### config.mk
export PLATFORM = sky130hd
export DESIGN_NAME = stopwatch_core
export DESIGN_NICKNAME = d
export VERILOG_FILES = /design/src/rtl/stopwatch_core.sv
export SDC_FILE = /design/constraint.sdc
export NUM_CORES = 1
export LEC_CHECK = 0
export CAP_MARGIN = 0
export CORE_AREA = 8 8 62 64
export DETAILED_ROUTE_END_ITERATION = 8
export DIE_AREA = 0 0 70 72
export GPL_TIMING_DRIVEN = 0
export PLACE_DENSITY_LB_ADDON = 0.1
export SLEW_MARGIN = 20
export SYNTH_ARGS = -nofsm -noshare
export SYNTH_HDL_FRONTEND = slang
export SYNTH_SLANG_ARGS = --single-unit
### constraint.sdc
create_clock -name clk -period 1.9 [get_ports clk]
set_input_delay 0.38 -clock clk [delete_from_list [all_inputs] [get_ports clk]]
set_output_delay 0.38 -clock clk [all_outputs]
set_load 0.05 [all_outputs]
### src/rtl/stopwatch_core.sv
// stopwatch_core: MM:SS BCD stopwatch with run/pause/clear/adjust driven by divider ticks.
// Optional ADJ_BLINK_EN builds a 4 Hz blink of the field being adjusted.
module stopwatch_core #(
  parameter int MAX_MIN = 99
) (
  input  logic       clk,
  input  logic       rst,
  input  logic       one_hz_tick,
  input  logic       two_hz_tick,
  input  logic       four_hz_tick,
  input  logic       pause_btn,
  input  logic       clr_btn,
  input  logic       adj,
  input  logic       sel,
  output logic [3:0] min_tens,
  output logic [3:0] min_ones,
  output logic [3:0] sec_tens,
  output logic [3:0] sec_ones,
  output logic       blank_min,
  output logic       blank_sec,
  output logic       running
);
  typedef enum logic [1:0] {PAUSED, RUN, ADJUST} state_t;
  localparam logic [3:0] MAX_T = 4'(MAX_MIN / 10);
  localparam logic [3:0] MAX_O = 4'(MAX_MIN % 10);
  state_t state_q, state_d;
  logic resume_q, resume_d, running_q;
  logic [3:0] mt_q, mo_q, st_q, so_q, mt_d, mo_d, st_d, so_d;
  logic inc_sec, inc_min, sec_wrap, min_wrap;
  always_comb begin
    sec_wrap = st_q == 4'd5 && so_q == 4'd9;
    min_wrap = mt_q == MAX_T && mo_q == MAX_O;
    // adjusting seconds never carries; only RUN rolls 59 into minutes
    inc_sec = (state_q == RUN && one_hz_tick) || (state_q == ADJUST && two_hz_tick && sel);
    inc_min = (state_q == RUN && one_hz_tick && sec_wrap) || (state_q == ADJUST && two_hz_tick && !sel);
    so_d = clr_btn ? 4'd0 : !inc_sec ? so_q : so_q == 4'd9 ? 4'd0 : so_q + 4'd1;
    st_d = clr_btn ? 4'd0 : !(inc_sec && so_q == 4'd9) ? st_q : st_q == 4'd5 ? 4'd0 : st_q + 4'd1;
    mo_d = clr_btn ? 4'd0 : !inc_min ? mo_q : (min_wrap || mo_q == 4'd9) ? 4'd0 : mo_q + 4'd1;
    mt_d = clr_btn ? 4'd0 : !inc_min ? mt_q : min_wrap ? 4'd0 : mo_q == 4'd9 ? mt_q + 4'd1 : mt_q;
    state_d = state_q == ADJUST ? (adj ? ADJUST : resume_q ? RUN : PAUSED)
            : adj ? ADJUST
            : pause_btn ? (state_q == RUN ? PAUSED : RUN) : state_q;
    resume_d = (state_q != ADJUST && adj) ? state_q == RUN : resume_q;
  end
  always_ff @(posedge clk or posedge rst) begin
    if (rst) begin
      state_q   <= PAUSED;
      resume_q  <= 1'b0;
      running_q <= 1'b0;
      {mt_q, mo_q, st_q, so_q} <= '0;
    end else begin
      state_q   <= state_d;
      resume_q  <= resume_d;
      running_q <= state_d == RUN;
      {mt_q, mo_q, st_q, so_q} <= {mt_d, mo_d, st_d, so_d};
    end
  end
`ifdef ADJ_BLINK_EN
  logic phase_q, phase_d, blank_min_q, blank_sec_q;
  // phase restarts at 0 whenever ADJUST is entered
  assign phase_d = state_q != ADJUST ? 1'b0 : phase_q ^ four_hz_tick;
  always_ff @(posedge clk or posedge rst) begin
    if (rst) begin
      phase_q     <= 1'b0;
      blank_min_q <= 1'b0;
      blank_sec_q <= 1'b0;
    end else begin
      phase_q     <= phase_d;
      blank_min_q <= state_d == ADJUST && !sel && phase_d;
      blank_sec_q <= state_d == ADJUST && sel && phase_d;
    end
  end
  assign blank_min = blank_min_q;
  assign blank_sec = blank_sec_q;
`else
  logic unused_four_hz;
  assign unused_four_hz = four_hz_tick;
  assign blank_min = 1'b0;
  assign blank_sec = 1'b0;
`endif
  assign {min_tens, min_ones, sec_tens, sec_ones} = {mt_q, mo_q, st_q, so_q};
  assign running = running_q;
endmodule

==> results.py <==
metrics = {
    "worst_setup_path": {
        "path_buf_inv": 1,
        "cp_slowest_cell": "clkdlybuf4s50_1",
        "setup.worst_path.start_class": "flop",
        "cp_peak_stage_delay_ps": 800,
        "cp_data_required_time_ps": 1520,
        "end_kind": "output pin",
        "criticalPathCategory": "flop to output pin",
        "timing.reg2reg.setup_slack_ps": 70,
        "crit_path_max_fanout": 1,
        "critical_path.cell_chain": "clkdlybuf4s50_1",
        "critical-path-top-delay-family": "buffers and inverters",
        "crit_arrival_ps": 1460,
    },
    "routing": {
        "viasPerCell": 5.42,
        "drtAntennaViolNets": 0,
        "via_count": 1014,
        "post_detailed_routing_wire_length_mm": 2.61,
        "routed_wire_length_per_instance_um": 13.9,
        "drt_drc_violations_left": 0,
        "drt_iter0_drc": 29,
        "detailedRoute.firstPassIterationCount": 4,
    },
    "clock_network": {
        "cts_tree": "yes",
        "cts_made_buffers": 3,
        "clock_insertion_delay_worst_skew_ps": 310,
        "htree_levels": 1,
        "tritoncts_num_sinks": 20,
        "cts-root-buf": "clkbuf_4",
        "cts_max_path_buffers": 2,
        "path_clk_slew_ps": 130,
    },
    "cells_and_area": {
        "drive_gt1_share_pct": 16.2,
        "number_of_antenna_cells_inserted": 0,
        "fin_nets": 172,
        "core_utilization_of_the_finished_layout_pct": 53.3,
        "synthToLayoutAreaGrowth_pct": 29.0,
    },
    "pwr": {
        "comb_power_share_pct": 22.5,
        "switching_share_pct": 32.6,
        "leakage_uw": 0.000772,
        "cellInternalPower_uw": 645,
        "power_uw": 957,
        "power.sequential.fraction_pct": 50.1,
        "power_switching_uw": 312,
        "ir_drop_mv": 0.450,
        "power_density_nw_per_um2": 618,
        "power.share.clock_pct": 27.4,
    },
    "sta": {
        "relSlewSlack_pct": 48.5,
        "fmax_mhz": 542,
        "hold_viol_final": 0,
        "timing.final.crit_period_ps": 1840,
        "tns_ps": 0,
        "post-route-period-util_pct": 97.0,
        "setup_viol": 0,
        "timing_max_transition_violations_final": 0,
        "fin_skew_ps": 12.8,
        "rsz0062_at_grt": "true",
        "worst-slew-pin-transition_ps": 772,
    },
    "synth": {
        "syn_area_per_cell_um2": 9.68,
        "fraction_of_post_synthesis_cell_area_in_the_top_cell_type_by_area_pct": 41.7,
        "post_synth_most_frequent_cells": "dfrtp_1 (20), nor2_1 (13), nand2_1 (11)",
        "synth_instances": 124,
        "synth-seq-area-share_pct": 41.7,
        "synth-seq-cells": 20,
        "synth_async_sr_flop_share_pct": 100,
        "yosysUniqueCellTypes": 38,
        "synth_top_flop_cell": "dfrtp_1",
        "yosysTopAreaCell": "dfrtp_1",
        "synthesis.yosys.warnings": 0,
        "synth_area_um2": 1200,
        "synth_top_area_cells": "dfrtp_1 (42%), ha_1 (8.3%), nor2_1 (4.1%), nand2_1 (3.4%), and3b_1 (2.9%)",
        "synthMostInstantiatedCell": "dfrtp_1",
        "synth_edf_count": 0,
    },
    "floorplan": {
        "top_level_ports": 28,
        "fp.dieArea_um2": 5040,
        "placeableCoreArea_um2": 2900,
        "floorplan.initialDensity_pct": 41.3,
        "die-width_um": 70,
        "die_height_um": 72,
        "num_rows": 20,
    },
    "global_routing": {
        "number_of_global_route_vias_before_repair": 1033,
        "grt-ovfl-total": 0,
        "grt_first_pass_wirelength_mm": 4.60,
        "antenna_found_initial": 0,
        "global_route.usage.total_pct": 10.9,
        "grt_max_degree": 21,
    },
    "worst_hold_path": {
        "hold_class": "input pin to async pin",
    },
    "run_status": {
        "outcome": "completed",
    },
    "job": {
        "maxCapViolCount": 0,
    },
    "placement": {
        "detailedPlacementHpwl_mm": 2.03,
        "globalplace.congestion": 0.786,
        "placement.io_buffers": 24,
    },
}
## cells in the final DEF, fill, tap and decap left out, drive strengths merged, types with 2 or more instances in the layout
cell	instances
dfrtp	20
dlygate4sd2	16
nor2	13
nand2	11
clkdlybuf4s50	8
ha	8
inv	7
a21oi	6
clkbuf	6
nand3	5
nor3	5
nand3b	5
o31ai	4
and3b	4
buf	4
mux2	3
mux2i	3
a21o	2
nand4	2
nor2b	2
conb	2
nor4	2
## repair_timing
item                       in CTS  in global routing
buffers inserted                0                  1
hold buffers                    0                  0
pin swaps                       0                  3
setup endpoints to repair      16                  4
gates resized for setup        16                  3
## sequential cells by signal, indices dropped and copies added, names as in the netlist
signal    flops
resume_q      1
sec_tens      4
running       1
min_ones      4
sec_ones      4
min_tens      4
state_q       2
## routing by layer
| metal | track usage, % | wire, µm |
|---|---|---|
| met4 | 5.36 | 48 |
| met1 | 12.3 | 1170 |
| met2 | 18.2 | 1230 |
| met3 | 3.55 | 168 |
| met5 | 0 | 0 |
## cells by family after synthesis
group / after synthesis / share of synthesized area [%]
AO/OA/AOI/OAI: 21 / 12.5
XOR/XNOR: 1 / 0.730
adder cells (fa/ha/maj): 8 / 8.34
buffers and inverters: 12 / 5.01
flip-flops: 20 / 41.7
multiplexers: 6 / 5.32
other: 1 / 0.313
AND/OR/NAND/NOR: 55 / 26.1
## per-stage QoR
stage / instances / setup WS (ps) / area, µm² / hold slack [ps]
floorplan: 125 / -20.8 / 1230 / 343
global placement: 182 / -310 / 1520 / 468
detailed placement: 182 / -301 / 1520 / 472
CTS: 186 / 17.9 / 1530 / 506
global route: 187 / -34.5 / 1550 / 527
finish: 187 / 56.6 / 1550 / 488
## power groups by stage
stage	combinational (µW)	clock [µW]	sequential, µW
2_1_floorplan	93.9	0	542
3_3_place_gp	221	0	487
3_5_place_dp	225	0	489
4_1_cts	216	270	480
5_1_grt	237	280	485
6_report	215	262	480
## final timing paths
kind                                       from                      end  cells after the start
setup / recovery              running$_DFF_PP0_                  running                      1
hold / removal                              rst  min_tens[3]$_DFFE_PP0P_                      2
setup reg to reg           state_q[0]$_DFF_PP0_  sec_tens[3]$_DFFE_PP0P_                      4
hold reg to reg            resume_q$_DFFE_PP0P_     resume_q$_DFFE_PP0P_                      2
max in group asynchronous                   rst  sec_tens[0]$_DFFE_PP0P_                      2
min in group clk           resume_q$_DFFE_PP0P_     resume_q$_DFFE_PP0P_                      2
## area by class of cell
cell class,count,area (µm²)
well taps,33,41.3
multi-input cells,93,674
clock buffers,4,36.3
plain buffers,5,35.0
fillers,292,1360
inverters,7,26.3
flip-flops and latches,20,507
repair buffers,25,228
Power figures use the tool's default switching activity.
